## src/rtl/sc_pkg.sv

```systemverilog
// sc_pkg: shared definitions for the switched-capacitor phase sequencer.
//   state_e    : FSM state codes (IDLE..DEAD2, 3 bits wide; codes 6/7 unused)
//   PAT_A      : drive pattern for switch group A {s3,s6} (sample)
//   PAT_B      : drive pattern for switch group B {s2,s4,s5} (hold/transfer)
//   sw_t       : packed switch bundle, SW_ALL_OFF is the break-before-make state
//   sw_decode  : maps a state to its switch pattern
package sc_pkg;

    typedef enum logic [2:0] {
        IDLE   = 3'd0,
        SAMPLE = 3'd1,
        DEAD1  = 3'd2,
        HOLD   = 3'd3,
        CONV   = 3'd4,
        DEAD2  = 3'd5
    } state_e;

    localparam logic [1:0] PAT_A = 2'b11;
    localparam logic [2:0] PAT_B = 3'b111;

    // grp_b = {s2,s4,s5}, grp_a = {s3,s6}
    typedef struct packed {
        logic [2:0] grp_b;
        logic [1:0] grp_a;
    } sw_t;

    localparam sw_t SW_ALL_OFF = '0;

    // Only SAMPLE drives group A and only HOLD/CONV drive group B, so the two
    // groups can never be on together; every other state is all-off.
    function automatic sw_t sw_decode(input state_e st);
        sw_t sw;
        sw = SW_ALL_OFF;
        case (st)
            SAMPLE:     sw.grp_a = PAT_A;
            HOLD, CONV: sw.grp_b = PAT_B;
            default:    sw = SW_ALL_OFF;
        endcase
        return sw;
    endfunction

endpackage

```

## src/rtl/sc_phase_timer.sv

```systemverilog
// sc_phase_timer: loadable down-counter shared by every timed phase.
//   clk, rst_n : clock, asynchronous active-low reset (counter resets to 0)
//   load       : capture load_val (a value of 0 is loaded as 1)
//   load_val   : phase length in cycles
//   done       : high during the last cycle of the loaded interval
// A phase loaded with N therefore lasts exactly N cycles, done marking the Nth.
module sc_phase_timer #(
    parameter int W = 8
) (
    input  logic         clk,
    input  logic         rst_n,
    input  logic         load,
    input  logic [W-1:0] load_val,
    output logic         done
);

    logic [W-1:0] cnt_q;
    logic [W-1:0] cnt_d;

    always_comb begin
        cnt_d = cnt_q;
        if (load) begin
            cnt_d = (load_val == '0) ? W'(1) : load_val;
        end else if (cnt_q != '0) begin
            cnt_d = cnt_q - W'(1);
        end
    end

    always_ff @(posedge clk or negedge rst_n) begin
        if (!rst_n) begin
            cnt_q <= '0;
        end else begin
            cnt_q <= cnt_d;
        end
    end

    assign done = (cnt_q == W'(1));

endmodule

```

## src/rtl/sc_phase_sequencer.sv

```systemverilog
// sc_phase_sequencer: programmable frame sequencer for the SC ECG front end.
//   clk, rst_n           : clock, asynchronous active-low reset
//   en                   : run enable (checked at frame start/end only)
//   abort                : abandon the current frame through a full DEAD2
//   clr_err              : clears err_timeout (a same-cycle timeout wins)
//   t_samp/t_hold/t_dead : phase lengths, captured on each SAMPLE entry
//   conv_done            : ADC conversion complete (only looked at in CONV)
//   conv_req             : ADC conversion request, high throughout CONV
//   state                : current state code
//   s3,s6 / s2,s4,s5     : switch groups A / B
//   frame_done           : one-cycle pulse after a completed frame
//   frame_cnt            : completed frames, wrapping
//   err_timeout          : sticky CONV timeout flag
//   busy                 : high in every state except IDLE
// All outputs are registered and decoded from the next state so they move on
// the same edge as state.
module sc_phase_sequencer
    import sc_pkg::*;
#(
    parameter int CNT_W   = 8,
    parameter int TIMEOUT = 64,
    parameter int FCNT_W  = 16
) (
    input  logic              clk,
    input  logic              rst_n,
    input  logic              en,
    input  logic              abort,
    input  logic              clr_err,
    input  logic [CNT_W-1:0]  t_samp,
    input  logic [CNT_W-1:0]  t_hold,
    input  logic [CNT_W-1:0]  t_dead,
    input  logic              conv_done,
    output logic              conv_req,
    output logic [2:0]        state,
    output logic              s2,
    output logic              s4,
    output logic              s5,
    output logic              s3,
    output logic              s6,
    output logic              frame_done,
    output logic [FCNT_W-1:0] frame_cnt,
    output logic              err_timeout,
    output logic              busy
);

    // The timer also has to hold the CONV timeout, which may exceed CNT_W.
    localparam int TO_W = $clog2(TIMEOUT + 1);
    localparam int TW   = (CNT_W > TO_W) ? CNT_W : TO_W;

    state_e             state_q, state_d;
    sw_t                sw_q, sw_d;
    logic               conv_req_q, conv_req_d;
    logic               frame_done_q, frame_done_d;
    logic [FCNT_W-1:0]  frame_cnt_q, frame_cnt_d;
    logic               err_q, err_d;
    logic               busy_q, busy_d;
    logic               aborted_q, aborted_d;
    logic [CNT_W-1:0]   lat_hold_q, lat_hold_d;
    logic [CNT_W-1:0]   lat_dead_q, lat_dead_d;

    logic               tmr_load;
    logic [TW-1:0]      tmr_val;
    logic               tmr_done;
    logic               timeout_set;

    sc_phase_timer #(.W(TW)) u_timer (
        .clk      (clk),
        .rst_n    (rst_n),
        .load     (tmr_load),
        .load_val (tmr_val),
        .done     (tmr_done)
    );

    // Next-state logic. aborted_q remembers that the current DEAD2 came from
    // an abort, which suppresses frame accounting and forces IDLE on exit.
    always_comb begin
        state_d      = state_q;
        aborted_d    = aborted_q;
        frame_done_d = 1'b0;
        frame_cnt_d  = frame_cnt_q;
        timeout_set  = 1'b0;
        case (state_q)
            IDLE: begin
                if (en && !abort) state_d = SAMPLE;
            end
            SAMPLE: begin
                if (abort) begin
                    state_d   = DEAD2;
                    aborted_d = 1'b1;
                end else if (tmr_done) begin
                    state_d = DEAD1;
                end
            end
            DEAD1: begin
                if (abort) begin
                    state_d   = DEAD2;
                    aborted_d = 1'b1;
                end else if (tmr_done) begin
                    state_d = HOLD;
                end
            end
            HOLD: begin
                if (abort) begin
                    state_d   = DEAD2;
                    aborted_d = 1'b1;
                end else if (tmr_done) begin
                    state_d = CONV;
                end
            end
            CONV: begin
                // conv_done is checked before the expiry so a late-but-valid
                // completion never raises a timeout.
                if (abort) begin
                    state_d   = DEAD2;
                    aborted_d = 1'b1;
                end else if (conv_done) begin
                    state_d = DEAD2;
                end else if (tmr_done) begin
                    state_d     = DEAD2;
                    timeout_set = 1'b1;
                end
            end
            DEAD2: begin
                if (tmr_done) begin
                    if (aborted_q) begin
                        state_d   = IDLE;
                        aborted_d = 1'b0;
                    end else begin
                        frame_done_d = 1'b1;
                        frame_cnt_d  = frame_cnt_q + FCNT_W'(1);
                        state_d      = en ? SAMPLE : IDLE;
                    end
                end
            end
            default: begin
                state_d   = IDLE;
                aborted_d = 1'b0;
            end
        endcase
    end

    // Error flag, duration latches, timer reload and output decode.
    // t_samp goes straight into the timer on SAMPLE entry, so only the hold
    // and dead lengths need their own latches for the rest of the frame.
    always_comb begin
        err_d      = err_q;
        lat_hold_d = lat_hold_q;
        lat_dead_d = lat_dead_q;
        tmr_val    = '0;

        if (timeout_set) begin
            err_d = 1'b1;
        end else if (clr_err) begin
            err_d = 1'b0;
        end

        if (state_d == SAMPLE && state_q != SAMPLE) begin
            lat_hold_d = t_hold;
            lat_dead_d = t_dead;
        end

        tmr_load = (state_d != state_q);
        case (state_d)
            SAMPLE:       tmr_val = TW'(t_samp);
            DEAD1, DEAD2: tmr_val = TW'(lat_dead_q);
            HOLD:         tmr_val = TW'(lat_hold_q);
            CONV:         tmr_val = TW'(TIMEOUT);
            default:      tmr_val = '0;
        endcase

        sw_d       = sw_decode(state_d);
        conv_req_d = (state_d == CONV);
        busy_d     = (state_d != IDLE);
    end

    always_ff @(posedge clk or negedge rst_n) begin
        if (!rst_n) begin
            state_q      <= IDLE;
            sw_q         <= SW_ALL_OFF;
            conv_req_q   <= 1'b0;
            frame_done_q <= 1'b0;
            frame_cnt_q  <= '0;
            err_q        <= 1'b0;
            busy_q       <= 1'b0;
            aborted_q    <= 1'b0;
            lat_hold_q   <= CNT_W'(1);
            lat_dead_q   <= CNT_W'(1);
        end else begin
            state_q      <= state_d;
            sw_q         <= sw_d;
            conv_req_q   <= conv_req_d;
            frame_done_q <= frame_done_d;
            frame_cnt_q  <= frame_cnt_d;
            err_q        <= err_d;
            busy_q       <= busy_d;
            aborted_q    <= aborted_d;
            lat_hold_q   <= lat_hold_d;
            lat_dead_q   <= lat_dead_d;
        end
    end

    assign state            = state_q;
    assign {s2, s4, s5}     = sw_q.grp_b;
    assign {s3, s6}         = sw_q.grp_a;
    assign conv_req         = conv_req_q;
    assign frame_done       = frame_done_q;
    assign frame_cnt        = frame_cnt_q;
    assign err_timeout      = err_q;
    assign busy             = busy_q;

endmodule

```

## config.mk

```make
export PLATFORM = sky130hd
export DESIGN_NAME = sc_phase_sequencer
export DESIGN_NICKNAME = d
export VERILOG_FILES = /design/src/rtl/sc_pkg.sv /design/src/rtl/sc_phase_timer.sv /design/src/rtl/sc_phase_sequencer.sv
export SDC_FILE = /design/constraint.sdc
export NUM_CORES = 1
export LEC_CHECK = 0
export BUFFER_PORTS_ARGS = -buffer_cell sky130_fd_sc_hd__clkbuf_2
export CAP_MARGIN = 20
export CORE_ASPECT_RATIO = 0.9
export CORE_UTILIZATION = 58
export CTS_BUF_LIST = sky130_fd_sc_hd__clkbuf_8 sky130_fd_sc_hd__clkbuf_16
export DETAILED_ROUTE_END_ITERATION = 12
export PLACE_DENSITY = 0.85
export SLEW_MARGIN = 20
export SYNTH_ARGS = -nofsm -noshare
export SYNTH_HDL_FRONTEND = slang
export SYNTH_SLANG_ARGS = --single-unit
```

## constraint.sdc

```tcl
create_clock -name clk -period 4.97 [get_ports clk]
set_input_delay 0.497 -clock clk [delete_from_list [all_inputs] [get_ports clk]]
set_output_delay 0.497 -clock clk [all_outputs]
set_load 0.1 [all_outputs]
```

==> results.md <==
- FF+latch count, synth: 50
- Power per cell area: 588 mW/mm^2
- Fillers: 337
- WL/cell: 15.1 microns
- Static leakage: 1.45 nW
- Final Util: 0.727
- Total GRT Usage: 0.246
- Critical path class: flip-flop to flip-flop
- Largest net degree at the start of global routing: 51
- Syn-to-layout area delta: 17.5%
- R2r endpoint: u_timer.cnt_q[0]$_DFFE_PN0P_
- Post-DP Area: 0.00292 sq mm
- First-pass GRT wire length: 8800 microns
- Cts-stage hold buffer count: 0
- Share of layout cells above drive strength 1: 0.352
- Status: completed
- Simple-gate share of the synthesized area: 0.165
- Reg clk slew, reported paths: 80 ps
- Max Root-Sink Buffers: 2
- Synth Warn #: 0
- N_diodes: 0
- Setup slack at placement: 1810 ps
- HP Class: primary input to asynchronous set/reset pin
- Cell Area, Synth: 0.00259 sq mm
- Vias in the first global route: 1923
- CTS resizes: 0
- Rel. slew slack: 0.485
- Final setup viols: 0
- Peak fanout along the critical path: 14
- Setup repair bufs after CTS: 0
- Most used DFF post-synth: dfrtp_1
- Setup WS post-layout: 1840 ps
- Most frequent cells in the layout: clkbuf_2, dfrtp_1, mux2_2
- Flop-to-flop setup slack: 1840 ps
- Post-Synth Adder-Cell Area: 0.0193
- Final ANT Viol Nets: 0
- H-tree levels: 2
- WP data arrival: 3360 ps
- Clock root cell: clkbuf_8
- Final net count: 323
- DR pass1 iterations: 4
- Post-synth EDFFs: 0
- DR iter-0 viols: 203
- Layout Skew: 8.84 ps
- CTS tree: done
- Post-Layout Inst Area: 0.00304 sq mm
- Slew of the pin with the lowest slew margin: 773 ps
- Synth Area in XOR/XNOR: 0.0745
- GP Congestion: 0.835
- CORE AREA: 0.00418 sq mm
- Max-cap check violation count: 0
- # clock sinks: 50
- Vias/cell: 5.71
- Crit. End Element: flip-flop
- Syn_nets: 265
- Minimum clock period: 3130 ps
- Fmax achieved: 0.319 GHz
- Via count: 1997
- RSZ-0062 raised after global routing: no
- Num CTS Buffers: 5
- Initial antenna violation count: 0
- Fin. max-slew vios: 0
- Final HPWL DP: 3780 microns
- Setup_tns: 0 ps
- Commonest non-fill, non-tap cell in the layout: clkbuf_2
- DRC viols: 0
- Routed WL: 5300 microns
- Avg Cell Area, Syn: 11.2 sq um
- GRT overflow: 0
- Data required time of the worst path: 5200 ps
- Ports: 58
- Die Y: 65.4 microns
- Number of port buffers: 57
- Seq/Total Area, Yosys: 0.485
- # rows: 22
- Initial Utilization: 0.618
- Main combinational cell family by area after synthesis: simple AND/OR/NAND/NOR gates
- Final Power: 1.79 mW
- Synth Area in Compound Gates: 0.122
- Die footprint: 0.00473 sq mm
- Cells after synthesis: 231
- Worst-Skew Late Latency: 300 ps
- Reg2reg start: u_timer.cnt_q[1]$_DFFE_PN0P_
- Final Hold Violating Endpoints: 0
- Setup crit start kind: flip-flop
- Mux cell area share after synthesis: 0.110
- Worst Reg-to-Reg Cells: 9
- Distinct cells, synth: 51
- Asr flop ratio synth: 1.00
- Tcrit/Tclk final: 0.630
- Max VDD drop: 0.372 mV
- Die width: 72.4 microns
==> per-layer routing <==
layer / part of all wire / GRT usage / vias up
met5: 0 / 0 / -
met4: 0.019 / 0.105 / 0
met3: 0.047 / 0.0475 / 11
met2: 0.48 / 0.394 / 62
met1: 0.46 / 0.328 / 966
li1: - / - / 958
==> layout make-up <==
cell class,instances,area [sq um],share of cell area
repair buffers,59,300,0.0988
well taps,60,75.1,0.0247
clock buffers,6,82.6,0.0272
inverters,5,18.8,0.00617
clock inverters,2,33.8,0.0111
multi-input cells,168,1280,0.420
flip-flops and latches,50,1250,0.412
==> metrics by stage <==
stage	instances	hold slack [ps]
floorplan	231	201
global placement	342	456
detailed placement	342	463
CTS	350	302
global route	350	341
finish	350	281
==> power by group <==
part	leakage (nW)	switching, mW	internal [mW]
logic	0.744	0.571	0.273
clock network	0.0626	0.127	0.162
registers	0.639	0.122	0.534
total	1.45	0.819	0.969
==> registers in the layout, indices dropped and copies added (netlist names) <==
name           flops
s6                 1
state              3
s4                 1
lat_hold_q         8
conv_req           1
aborted_q          1
err_timeout        1
frame_done         1
busy               1
lat_dead_q         8
frame_cnt         16
u_timer.cnt_q      8
==> worst max-delay path by stage <==
| stage | slack, ps | start | cells after the start | endpoint |
|---|---|---|---|---|
| global placement | 1960 | u_timer.cnt_q[6]$_DFFE_PN0P_ | 6 | u_timer.cnt_q[1]$_DFFE_PN0P_ |
| detailed placement | 1810 | u_timer.cnt_q[6]$_DFFE_PN0P_ | 7 | u_timer.cnt_q[0]$_DFFE_PN0P_ |
| finish | 1840 | u_timer.cnt_q[1]$_DFFE_PN0P_ | 9 | u_timer.cnt_q[0]$_DFFE_PN0P_ |
| CTS | 1800 | u_timer.cnt_q[6]$_DFFE_PN0P_ | 7 | u_timer.cnt_q[0]$_DFFE_PN0P_ |
| global route | 1550 | u_timer.cnt_q[1]$_DFFE_PN0P_ | 9 | u_timer.cnt_q[0]$_DFFE_PN0P_ |
| floorplan | 2070 | state[2]$_DFF_PN0_ | 7 | u_timer.cnt_q[0]$_DFFE_PN0P_ |
==> cells in the mapped netlist, types with 2 or more instances <==
library cell   n  share of area
mux2i_1        7          0.027
nor4_1         2         0.0048
o41ai_1        3          0.010
buf_4          4          0.012
o21a_1         3         0.0087
xor2_1         7          0.024
o211ai_2       2         0.0097
dfrtp_1       48           0.46
a211o_1        3          0.010
nand3_1        9          0.017
ha_1           4          0.019
mux2_2        19          0.083
nand4_1        4         0.0097
inv_1          5         0.0073
and2_1         2         0.0048
xnor2_1       15          0.051
nand2_1       14          0.020
o21ai_0       11          0.021
nand2b_1       2         0.0048
clkbuf_1       3         0.0044
nor2b_1        3         0.0073
or2_2          3         0.0073
and3_1         5          0.012
nor3b_1        2         0.0058
a21oi_1        7          0.014
a2bb2oi_1      2         0.0068
or3_1          3         0.0073
and4_1         3          0.010
dfstp_2        2          0.020
nor2_1        12          0.017
a21boi_0       2         0.0058
==> worst max-delay path, stage by stage, from the launching register on <==
cell and delay [ps]:
dfrtp_1 390, inv_1 110, ha_1 200, nor3b_1 610, nand4_1 240, a21oi_2 660
mux2i_1 290, a2bb2oi_1 270, nand4b_1 140, o211ai_2 150
==> logic make-up after synthesis <==
logic type / count (synthesis)
buffers and inverters: 13
muxes: 26
AOI/OAI and AO/OA: 43
xor gates and xnor gates: 22
and+or+nand+nor: 73
adders and majority gates: 4
DFF: 50
No activity file was read; power rests on OpenSTA's default activity.
